===== src/rtl/fetch_pkg.sv =====
// Package for the instruction-fetch stage.
// Shared widths, the PC increment, the fetch-slot record type and the filler
// instruction word that is presented while no instruction is valid.
package fetch_pkg;

    localparam int INSTR_W = 32;
    localparam int PC_STEP = 4;
    localparam logic [INSTR_W-1:0] NOP_INSTR = 32'h0000_0000;

    // One fetch-buffer slot: the fetch address, the returned word, and
    // whether memory has answered yet.
    typedef struct packed {
        logic [INSTR_W-1:0] pc;
        logic [INSTR_W-1:0] instr;
        logic               filled;
    } fetch_entry_t;

    // Width of a counter that must be able to hold the value DEPTH itself.
    function automatic int count_width(input int depth);
        return $clog2(depth) + 1;
    endfunction

endpackage


===== src/rtl/fetch_buffer.sv =====
// fetch_buffer: DEPTH-slot in-order ring of outstanding and returned fetches.
// A slot is allocated at the tail when a request is granted, filled at the
// oldest unfilled slot when its response arrives, and popped at the head once
// the consumer takes it. flush discards everything in one cycle.
// Ports:
//   clk, rst          clock, synchronous active-high reset
//   flush             discard all slots (redirect)
//   alloc, alloc_pc   allocate tail slot for a granted fetch of alloc_pc
//   fill, fill_instr  write the oldest unfilled slot with a returned word
//   pop               release the head slot
//   head_filled       head slot holds a returned word
//   head_pc/instr     head contents, zero while head_filled is low
//   alloc_cnt         slots currently allocated (filled or not)
//   pend_cnt          allocated slots still waiting for their response
module fetch_buffer
    import fetch_pkg::*;
#(
    parameter int WIDTH = 32,
    parameter int DEPTH = 4,
    localparam int PW   = $clog2(DEPTH),
    localparam int CW   = count_width(DEPTH)
) (
    input  logic             clk,
    input  logic             rst,
    input  logic             flush,
    input  logic             alloc,
    input  logic [WIDTH-1:0] alloc_pc,
    input  logic             fill,
    input  logic [WIDTH-1:0] fill_instr,
    input  logic             pop,
    output logic             head_filled,
    output logic [WIDTH-1:0] head_pc,
    output logic [WIDTH-1:0] head_instr,
    output logic [CW-1:0]    alloc_cnt,
    output logic [CW-1:0]    pend_cnt
);

    logic [PW-1:0]    head_reg;
    logic [PW-1:0]    fill_ptr_reg;
    logic [PW-1:0]    tail_reg;
    logic [CW-1:0]    alloc_cnt_reg;
    logic [CW-1:0]    pend_cnt_reg;

    logic [WIDTH-1:0] pc_arr    [DEPTH];
    logic [WIDTH-1:0] instr_arr [DEPTH];
    logic [DEPTH-1:0] filled_vec;

    genvar gi;
    generate
        for (gi = 0; gi < DEPTH; gi++) begin : g_slot
            logic [WIDTH-1:0] pc_reg;
            logic [WIDTH-1:0] instr_reg;
            logic             filled_reg;
            logic             hit_alloc;
            logic             hit_fill;
            logic             hit_pop;

            assign hit_alloc = alloc && (tail_reg == PW'(gi));
            assign hit_fill  = fill && (fill_ptr_reg == PW'(gi));
            assign hit_pop   = pop && (head_reg == PW'(gi));

            // Payload needs no reset: it is only observed once filled is set.
            always_ff @(posedge clk) begin
                if (hit_alloc) pc_reg <= alloc_pc;
                if (hit_fill)  instr_reg <= fill_instr;
            end

            always_ff @(posedge clk) begin
                if (rst || flush)             filled_reg <= 1'b0;
                else if (hit_fill)            filled_reg <= 1'b1;
                else if (hit_pop || hit_alloc) filled_reg <= 1'b0;
            end

            assign pc_arr[gi]     = pc_reg;
            assign instr_arr[gi]  = instr_reg;
            assign filled_vec[gi] = filled_reg;
        end
    endgenerate

    // Pointers wrap naturally because DEPTH is a power of two.
    always_ff @(posedge clk) begin
        if (rst || flush) begin
            head_reg      <= '0;
            fill_ptr_reg  <= '0;
            tail_reg      <= '0;
            alloc_cnt_reg <= '0;
            pend_cnt_reg  <= '0;
        end else begin
            if (alloc) tail_reg     <= tail_reg + PW'(1);
            if (fill)  fill_ptr_reg <= fill_ptr_reg + PW'(1);
            if (pop)   head_reg     <= head_reg + PW'(1);
            alloc_cnt_reg <= alloc_cnt_reg + CW'(alloc) - CW'(pop);
            pend_cnt_reg  <= pend_cnt_reg + CW'(alloc) - CW'(fill);
        end
    end

    assign head_filled = filled_vec[head_reg];
    assign head_pc     = head_filled ? pc_arr[head_reg] : '0;
    assign head_instr  = head_filled ? instr_arr[head_reg] : WIDTH'(NOP_INSTR);
    assign alloc_cnt   = alloc_cnt_reg;
    assign pend_cnt    = pend_cnt_reg;

endmodule


===== src/rtl/fetch_stage.sv =====
// fetch_stage: MIPS instruction-fetch stage.
// Owns the PC, issues in-order word reads to instruction memory, buffers the
// returned words with their PC and presents {out_pc, out_instr} to IF/ID over
// valid/ready. A redirect reloads the PC, clears the buffer and arranges for
// every response still in flight to be discarded.
// Optional build macro: FETCH_STATS_EN adds stat_instr (accepted instructions)
// and stat_redirect (redirect cycles) counters.
// Ports:
//   clk, rst                     clock, synchronous active-high reset
//   imem_req/addr/gnt            request channel (issued when req & gnt)
//   imem_rvalid/rdata            in-order response channel
//   redirect_valid/redirect_pc   branch/jump/exception redirect
//   out_valid/ready/pc/instr     handshake toward IF/ID
//   stat_instr, stat_redirect    counters (FETCH_STATS_EN only)
module fetch_stage
    import fetch_pkg::*;
#(
    parameter int               WIDTH    = 32,
    parameter logic [WIDTH-1:0] RESET_PC = '0,
    parameter int               DEPTH    = 4
) (
    input  logic             clk,
    input  logic             rst,
    output logic             imem_req,
    output logic [WIDTH-1:0] imem_addr,
    input  logic             imem_gnt,
    input  logic             imem_rvalid,
    input  logic [WIDTH-1:0] imem_rdata,
    input  logic             redirect_valid,
    input  logic [WIDTH-1:0] redirect_pc,
    output logic             out_valid,
    input  logic             out_ready,
    output logic [WIDTH-1:0] out_pc,
    output logic [WIDTH-1:0] out_instr
`ifdef FETCH_STATS_EN
    ,
    output logic [WIDTH-1:0] stat_instr,
    output logic [WIDTH-1:0] stat_redirect
`endif
);

    localparam int CW = count_width(DEPTH);

    logic [WIDTH-1:0] pc_reg;
    logic [CW-1:0]    drop_cnt_reg;
    logic [CW-1:0]    drop_cnt_next;
    logic [CW-1:0]    alloc_cnt;
    logic [CW-1:0]    pend_cnt;
    logic [CW:0]      occupancy;
    logic [CW:0]      inflight;
    logic             issue;
    logic             fill;
    logic             pop;
    logic             head_filled;
    logic             unused_align;

    // Low address bits of a redirect target are forced to word alignment.
    assign unused_align = ^redirect_pc[1:0];

    // Responses that will be discarded still occupy capacity, so they count
    // against DEPTH together with the allocated slots.
    assign occupancy = {1'b0, alloc_cnt} + {1'b0, drop_cnt_reg};
    assign inflight  = {1'b0, pend_cnt} + {1'b0, drop_cnt_reg};

    assign imem_req  = !rst && !redirect_valid && (occupancy < (CW+1)'(DEPTH));
    assign imem_addr = pc_reg;
    assign issue     = imem_req && imem_gnt;

    // A response with nothing outstanding is ignored entirely.
    assign fill = imem_rvalid && !rst && !redirect_valid
                  && (drop_cnt_reg == '0) && (pend_cnt != '0);

    assign out_valid = head_filled;
    assign pop       = head_filled && out_ready && !rst && !redirect_valid;

    always_comb begin
        drop_cnt_next = drop_cnt_reg;
        if (redirect_valid) begin
            // Everything still outstanding after this cycle must be dropped;
            // a response arriving in the redirect cycle itself is consumed now.
            if (imem_rvalid && (inflight != '0))
                drop_cnt_next = CW'(inflight - (CW+1)'(1));
            else
                drop_cnt_next = CW'(inflight);
        end else if (imem_rvalid && (drop_cnt_reg != '0)) begin
            drop_cnt_next = drop_cnt_reg - CW'(1);
        end
    end

    always_ff @(posedge clk) begin
        if (rst) begin
            pc_reg       <= RESET_PC;
            drop_cnt_reg <= '0;
        end else begin
            drop_cnt_reg <= drop_cnt_next;
            if (redirect_valid)
                pc_reg <= {redirect_pc[WIDTH-1:2], 2'b00};
            else if (issue)
                pc_reg <= pc_reg + WIDTH'(PC_STEP);
        end
    end

    fetch_buffer #(
        .WIDTH (WIDTH),
        .DEPTH (DEPTH)
    ) u_buffer (
        .clk         (clk),
        .rst         (rst),
        .flush       (redirect_valid),
        .alloc       (issue),
        .alloc_pc    (pc_reg),
        .fill        (fill),
        .fill_instr  (imem_rdata),
        .pop         (pop),
        .head_filled (head_filled),
        .head_pc     (out_pc),
        .head_instr  (out_instr),
        .alloc_cnt   (alloc_cnt),
        .pend_cnt    (pend_cnt)
    );

`ifdef FETCH_STATS_EN
    logic [WIDTH-1:0] stat_instr_reg;
    logic [WIDTH-1:0] stat_redirect_reg;

    // A handshake in a redirect cycle still delivered its instruction.
    always_ff @(posedge clk) begin
        if (rst) begin
            stat_instr_reg    <= '0;
            stat_redirect_reg <= '0;
        end else begin
            if (out_valid && out_ready) stat_instr_reg <= stat_instr_reg + WIDTH'(1);
            if (redirect_valid)         stat_redirect_reg <= stat_redirect_reg + WIDTH'(1);
        end
    end

    assign stat_instr    = stat_instr_reg;
    assign stat_redirect = stat_redirect_reg;
`endif

endmodule

===== config.mk =====
export PLATFORM = sky130hd
export DESIGN_NAME = fetch_stage
export DESIGN_NICKNAME = d
export VERILOG_FILES = /design/src/rtl/fetch_pkg.sv /design/src/rtl/fetch_buffer.sv /design/src/rtl/fetch_stage.sv
export SDC_FILE = /design/constraint.sdc
export NUM_CORES = 1
export LEC_CHECK = 0
export CORE_MARGIN = 2
export CORE_UTILIZATION = 55
export DETAILED_ROUTE_END_ITERATION = 10
export PLACE_DENSITY = 0.8
export SKIP_LAST_GASP = 1
export SLEW_MARGIN = 10
export SYNTH_ARGS = -nofsm -noshare
export SYNTH_HDL_FRONTEND = slang
export SYNTH_HIERARCHICAL = 1
export SYNTH_SLANG_ARGS = --single-unit
export TNS_END_PERCENT = 30

===== constraint.sdc =====
create_clock -name clk -period 4.5 [get_ports clk]
set_clock_uncertainty 0.1 [all_clocks]
set_input_delay 1.35 -clock clk [delete_from_list [all_inputs] [get_ports clk]]
set_output_delay 1.35 -clock clk [all_outputs]
set_load 0.01 [all_outputs]

==> flow_summary.toml, run 1 <==
[route]
drt_first_pass_iters = 6
antenna_left = 0
routed_wl_mm = 27.5
detailedRoute.firstIterationViolations = 604
post_drt_wl_per_cell_um = 20.9
route.vias.total = 7647
remaining_drc_errors = 0
vias_per_cell = 5.82

[setup_path]
worst-endpoint-required_ns = 3.05
critPathSlowestCell = "buf_4"
timing.setup.critical_path_class = "reg -> out"
cp.buffers_inverters = 2
cp-end-kind = "output port"
critical-path-top-delay-family = "buffers and inverters"
timing.reg2reg.setup_slack_ns = 1.08
worst_path_largest_cell_delay_ns = 0.77
crit_arrival_ns = 2.84
crit_chain = "buf_4 -> mux4_2 -> nor2b_1 -> clkdlybuf4s50_1"
cp_max_fo = 68
setup.worst_path.start_class = "flip-flop"

[synth]
synth_common_cells = "edfxtp_1 (256), nor2b_1 (65), mux4_2 (62)"
ys_types = 57
yosys_register_bits = 305
synth-adder-area-share_pct = 2.90
async_reset_ff_share_pct = 0
synthMostInstantiatedCell = "edfxtp_1"
synth.yosys.seq_area_share_pct = 67.4
synth_top_cells_by_area = "edfxtp_1 (60%), mux4_2 (11%), dfxtp_1 (7.6%), nor2b_1 (3.2%), ha_1 (2.4%)"
synth-compound-area-share_pct = 4.42
synth-edff-count = 256
synth_simple_gate_area_share_pct = 9.56
synth_top_family_by_area = "multiplexers"
synth_xor_xnor_area_share_pct = 1.16
synth.yosys.warnings = 6
post-synth-top-area-fraction_pct = 59.8
syn-mean-instance-area_um2 = 16.1
synthMuxAreaShare_pct = 11.8
synth_top_area_cell = "edfxtp_1"
syn_inst = 797
synth_flop_cell = "edfxtp_1"
mappedNetlistArea_um2 = 12900

[clocking]
cts-root-buf = "clkbuf_16"
clkTransAtPathRegs_ns = 0.05
tritoncts = "built"
clock_sink_count = 305
htree_levels = 1
post-cts-setup-buffers = 0
clkLatencyLatePin_ns = 0.54
cts_made_buffers = 30
cts-root-to-sink-buffers = 3

[sta]
number_of_setup_violations_in_the_final_report = 0
finalHoldViolCount = 0
finalCriticalPeriod_ns = 4.29
fin_setup_tns_ns = 0
maximum_clock_rate_mhz = 233
drv_slew = 0
max_slew_margin_pct = 33.1
timing_worst_slew_pin_value_ns = 1.00
timing.final.crit_share_pct = 95.4
rsz0062_at_grt = "false"

[floorplanning]
core_area_um2 = 22800
start_util_pct = 56.5
std_cell_rows = 55
dieArea_um2 = 24600
design.portCount = 168
fp.dieH_um = 157
die_width_um = 157

[global_route]
global_route.overflow_total = 0
grt_first_pass_wirelength_mm = 42.6
grtUsageTotal_pct = 22.6
grt_antenna_before_repair = 0
number_of_global_route_vias_before_repair = 7675
grt_start_max_net_pins = 69

[place]
gp_congestion = 0.833
hpwl_mm = 17.4
placed_cell_area_um2 = 14900
buffer_ports.inserted = 163

[finish]
fin_area_um2 = 15900
nets_final = 1077
drive_above_1_share_pct = 14.2
antenna-diode-count = 0
area.growth.synth_to_final_pct = 23.4

[power]
internal_power_uw = 4720
pwr-share-comb_pct = 4.7
clock_power_share_pct = 41.8
power_switching_uw = 1180
switching_share_of_power_pct = 20.0
finalPower_uw = 5900
power_per_cell_area_nw_per_um2 = 371
worst_ir_drop_vdd_v = 0.000296
power_frac_seq_pct = 53.5
p_leak_uw = 0.00509

[flow_run]
drv.max_cap_violation_count = 0

[run_status]
status = "finished clean"

[min_path]
hold_class = "reg -> reg"
metal layers:
metal	vias up	global-route usage (%)	part of all wire, %
li1	3459	-	-
met1	3812	30.5	40
met2	318	38.3	51
met3	58	3.19	5.8
met4	0	7.56	3.0
met5	-	0	0
stage by stage:
step	hold WS, ns	util [%]	std cells	setup WS (ns)
detailed placement	0.385	65.4	1260	0.379
CTS	0.423	69.7	1314	0.162
floorplan	0.356	-	806	0.543
global route	0.467	69.7	1314	0.0743
finish	0.415	69.7	1314	0.208
global placement	0.368	65.4	1260	0.400
cell usage in the layout (no fill, tap or decap), types with 5 or more instances in the layout:
master and n:
edfxtp_1 256, clkdlybuf4s50_1 163, nor2b_1 65, mux4_2 62, dfxtp_1 47, nor2_1 31
clkbuf_16 31, a21oi_1 28, nand2_1 27, inv_1 25, ha_1 25, buf_4 17
o21ai_0 15, nand4_1 14, nand3_1 13, nor3_1 12, xnor2_1 12, a31oi_1 12
and2_1 11, nor4_1 11, conb_1 10, clkinv_1 9, a211oi_1 7, mux2i_1 6
a22oi_1 5, xor2_1 5, clkinv_2 5, clkbuf_1 5
power by group through the flow:
stage / sequential (uW) / clock [uW] / combinational (uW)
floorplan: 3200 / 0 / 127
global placement: 3210 / 0 / 268
detailed placement: 3210 / 0 / 276
CTS: 3150 / 2510 / 278
global route: 3160 / 2620 / 303
finish: 3150 / 2460 / 278
path summary, 6_finish.rpt:
path / from / end / cells past startpoint
worst max-delay path: u_buffer/head_reg[1] / out_pc[26] / 4
worst max register to register: u_buffer/head_reg[0] / u_buffer/alloc_cnt[2] / 11
worst min-delay path: u_buffer/g_slot[3].filled_reg / u_buffer/g_slot[3].filled_reg / 2
worst min register to register: u_buffer/g_slot[3].filled_reg / u_buffer/g_slot[3].filled_reg / 2
final cells by class:
cell class | instances | area, um^2
Sequential cell | 305 | 8680
Fill cell | 1487 | 6900
Multi-Input combinational cell | 431 | 3880
Timing Repair Buffer | 185 | 1850
Clock buffer | 36 | 795
Tap cell | 313 | 392
Clock inverter | 18 | 184
Inverter | 26 | 97.6
worst register-to-register path: cells and delay by family (launching register included):
kind / cells / cell delay, ns
xor+xnor: 1 / 0.16
fa+ha+maj: 3 / 0.90
mux: 2 / 0.88
flops: 1 / 0.37
simple gates: 2 / 0.34
buf+inv: 3 / 0.54
kinds of logic (layout without fill, tap and decap cells):
| kind of cell | Yosys count | in the layout |
|---|---|---|
| AOI/OAI and AO/OA | 89 | 89 |
| xor gates and xnor gates | 17 | 17 |
| adders and majority gates | 28 | 28 |
| buffers and inverters | 70 | 265 |
| DFF | 305 | 305 |
| muxes | 71 | 71 |
| other | 1 | 10 |
| and+or+nand+nor | 216 | 216 |
timing repair:
action,CTS,global route
resized for setup,1,0
hold buffers,0,0
endpoints found under the setup margin,1,0
Note: power is estimated with default switching activity, not from simulation.
==> run 2: changes to the inputs <==
--- a/config.mk
+++ b/config.mk
@@ -9,10 +9,10 @@
 export CORE_UTILIZATION = 55
 export DETAILED_ROUTE_END_ITERATION = 10
 export PLACE_DENSITY = 0.8
+export SETUP_SLACK_MARGIN = 0.3
 export SKIP_LAST_GASP = 1
 export SLEW_MARGIN = 10
 export SYNTH_ARGS = -nofsm -noshare
 export SYNTH_HDL_FRONTEND = slang
 export SYNTH_HIERARCHICAL = 1
 export SYNTH_SLANG_ARGS = --single-unit
-export TNS_END_PERCENT = 30
==> constraint.sdc (replaced) <==
create_clock -name clk -period 4.5 [get_ports clk]
set_clock_uncertainty 0.1 [all_clocks]
set_input_delay 1.35 -clock clk [delete_from_list [all_inputs] [get_ports clk]]
set_output_delay 1.35 -clock clk [all_outputs]
set_load 0.005 [all_outputs]
==> run 2 against run 1 <==
  * Critical path depth unchanged
  * Clock power rose by 5%
  * Largest cell class unchanged
  * Global-route usage rose by 0.28 points
  * First-iteration DRC count shrank 8.4%
  * Final cell count up 0.15%
  * Hold slack worse by 0.011 ns
  * Highest routed layer unchanged
  * Worst setup slack better by 0.21 ns
  * Via count is 0.60% higher
  * Sequential share of layout area fell by 0.30 points
  * Power is 1.8% higher
  * Wire length grew 1.4%
==> flow_summary.toml, run 2 (synthesis gave the netlist of run 1 again) <==
[run_status]
status = "finished clean"

[finish]
antenna-diode-count = 0
area.growth.synth_to_final_pct = 24.1
final_common_cell = "edfxtp_1"
end_of_flow_core_utilization_pct = 70.1
fin_area_um2 = 16000
nets_final = 1079
drive_above_1_share_pct = 14.6
post_layout_cell_count = 1316
most-common-layout-cells = "edfxtp_1 (256), clkdlybuf4s50_1 (163), nor2b_1 (65), mux4_2 (62), dfxtp_1 (47)"

[sta]
finalCriticalPeriod_ns = 4.08
number_of_setup_violations_in_the_final_report = 0
timing.final.crit_share_pct = 90.6
finalHoldViolCount = 0
drv_slew = 0
fin_setup_tns_ns = 0
rsz0062_at_grt = "false"
max_slew_margin_pct = 54.0
maximum_clock_rate_mhz = 245
timing_worst_slew_pin_value_ns = 0.687

[flow_run]
drv.max_cap_violation_count = 0

[min_path]
worstHoldEndpoint = "u_buffer/g_slot[0].filled_reg"
hold_path_startpoint = "u_buffer/g_slot[0].filled_reg"
hold_class = "reg -> reg"
hold_critical_path_depth = 2

[setup_path]
cp_max_fo = 3
critPathLaunch = "redirect_valid"
crit_arrival_ns = 2.63
timing.reg2reg.setup_slack_ns = 1.68
timing.setup.critical_path_class = "in -> out"
worst_r2r_startpoint = "drop_cnt_reg[2]"
worst-endpoint-required_ns = 3.05
timing.reg2reg.worst_path_depth = 12
cp-end-kind = "output port"
rr_endpoint = "u_buffer/pend_cnt[2]"
setup.worst_path.start_class = "input port"

[power]
finalPower_uw = 6000
worst_ir_drop_vdd_v = 0.000244
power_per_cell_area_nw_per_um2 = 376
p_leak_uw = 0.00512

[route]
remaining_drc_errors = 0
route.vias.total = 7693
routed_wl_mm = 27.9
vias_per_cell = 5.85
antenna_left = 0
post_drt_wl_per_cell_um = 21.2
drt_first_pass_iters = 5
detailedRoute.firstIterationViolations = 553

[global_route]
grt_first_pass_wirelength_mm = 42.7
global_route.overflow_total = 0
number_of_global_route_vias_before_repair = 7814
grt_start_max_net_pins = 50
grt_antenna_before_repair = 0
grtUsageTotal_pct = 22.9

[place]
hpwl_mm = 17.6
place_inst = 1260
buffer_ports.inserted = 163
gp_congestion = 0.845
placed_cell_area_um2 = 14900

[floorplanning]
design.portCount = 168
std_cell_rows = 55
fp.dieH_um = 157
start_util_pct = 56.5
die_width_um = 157
core_area_um2 = 22800
dieArea_um2 = 24600

[clocking]
clkLatencyLatePin_ns = 0.55
clock_sink_count = 305
tritoncts = "built"
htree_levels = 1
cts-root-to-sink-buffers = 3
clkTransAtPathRegs_ns = 0.06
cts-root-buf = "clkbuf_16"
cts_made_buffers = 31
run 2: repair_timing:
| item | CTS | global route |
|---|---|---|
| endpoints found under the setup margin | 53 | 6 |
| gates resized for setup | 6 | 1 |
| hold buffers | 0 | 0 |
| setup buffers | 1 | 0 |
run 2: how the worst max path moves through the flow:
stage,endpoint,slack [ns]
global placement,imem_req,0.43
CTS,out_instr[26],0.34
finish,imem_req,0.42
detailed placement,imem_req,0.41
floorplan,u_buffer/g_slot[0].instr_reg[0],0.54
global route,out_pc[25],0.34
run 2: area by class of cell:
| cell class | count | area [um^2] |
|---|---|---|
| Timing Repair Buffer | 186 | 1880 |
| Fill cell | 1499 | 6820 |
| Tap cell | 313 | 392 |
| Sequential cell | 305 | 8680 |
| Clock buffer | 35 | 801 |
| Clock inverter | 20 | 229 |
| Inverter | 26 | 97.6 |
| Multi-Input combinational cell | 431 | 3890 |
run 2: per-layer routing:
metal  wire [um]  vias up  track usage (%)
li1            -     3465                -
met1       10700     3812             29.9
met2       13900      326             38.1
met3        2000       90             3.33
met4        1250        0             11.1
met5           0        -                0
run 2: power breakdown:
group | leakage, uW | internal (uW) | switching, uW | total (uW)
logic | 0.00190 | 145 | 126 | 271
clock network | 0.000494 | 1550 | 1030 | 2580
registers | 0.00273 | 3090 | 59.4 | 3150
run 2: critical path, stage by stage:
cell and delay [ns]:
clkdlybuf4s50_1 0.44, nor2_1 0.17, and3_1 0.17, clkdlybuf4s50_1 0.49
run 2: per-stage QoR:
step	setup WS, ns	hold WS [ns]
finish	0.422	0.404
global route	0.339	0.432
CTS	0.337	0.398
detailed placement	0.413	0.378
global placement	0.432	0.372
floorplan	0.543	0.356
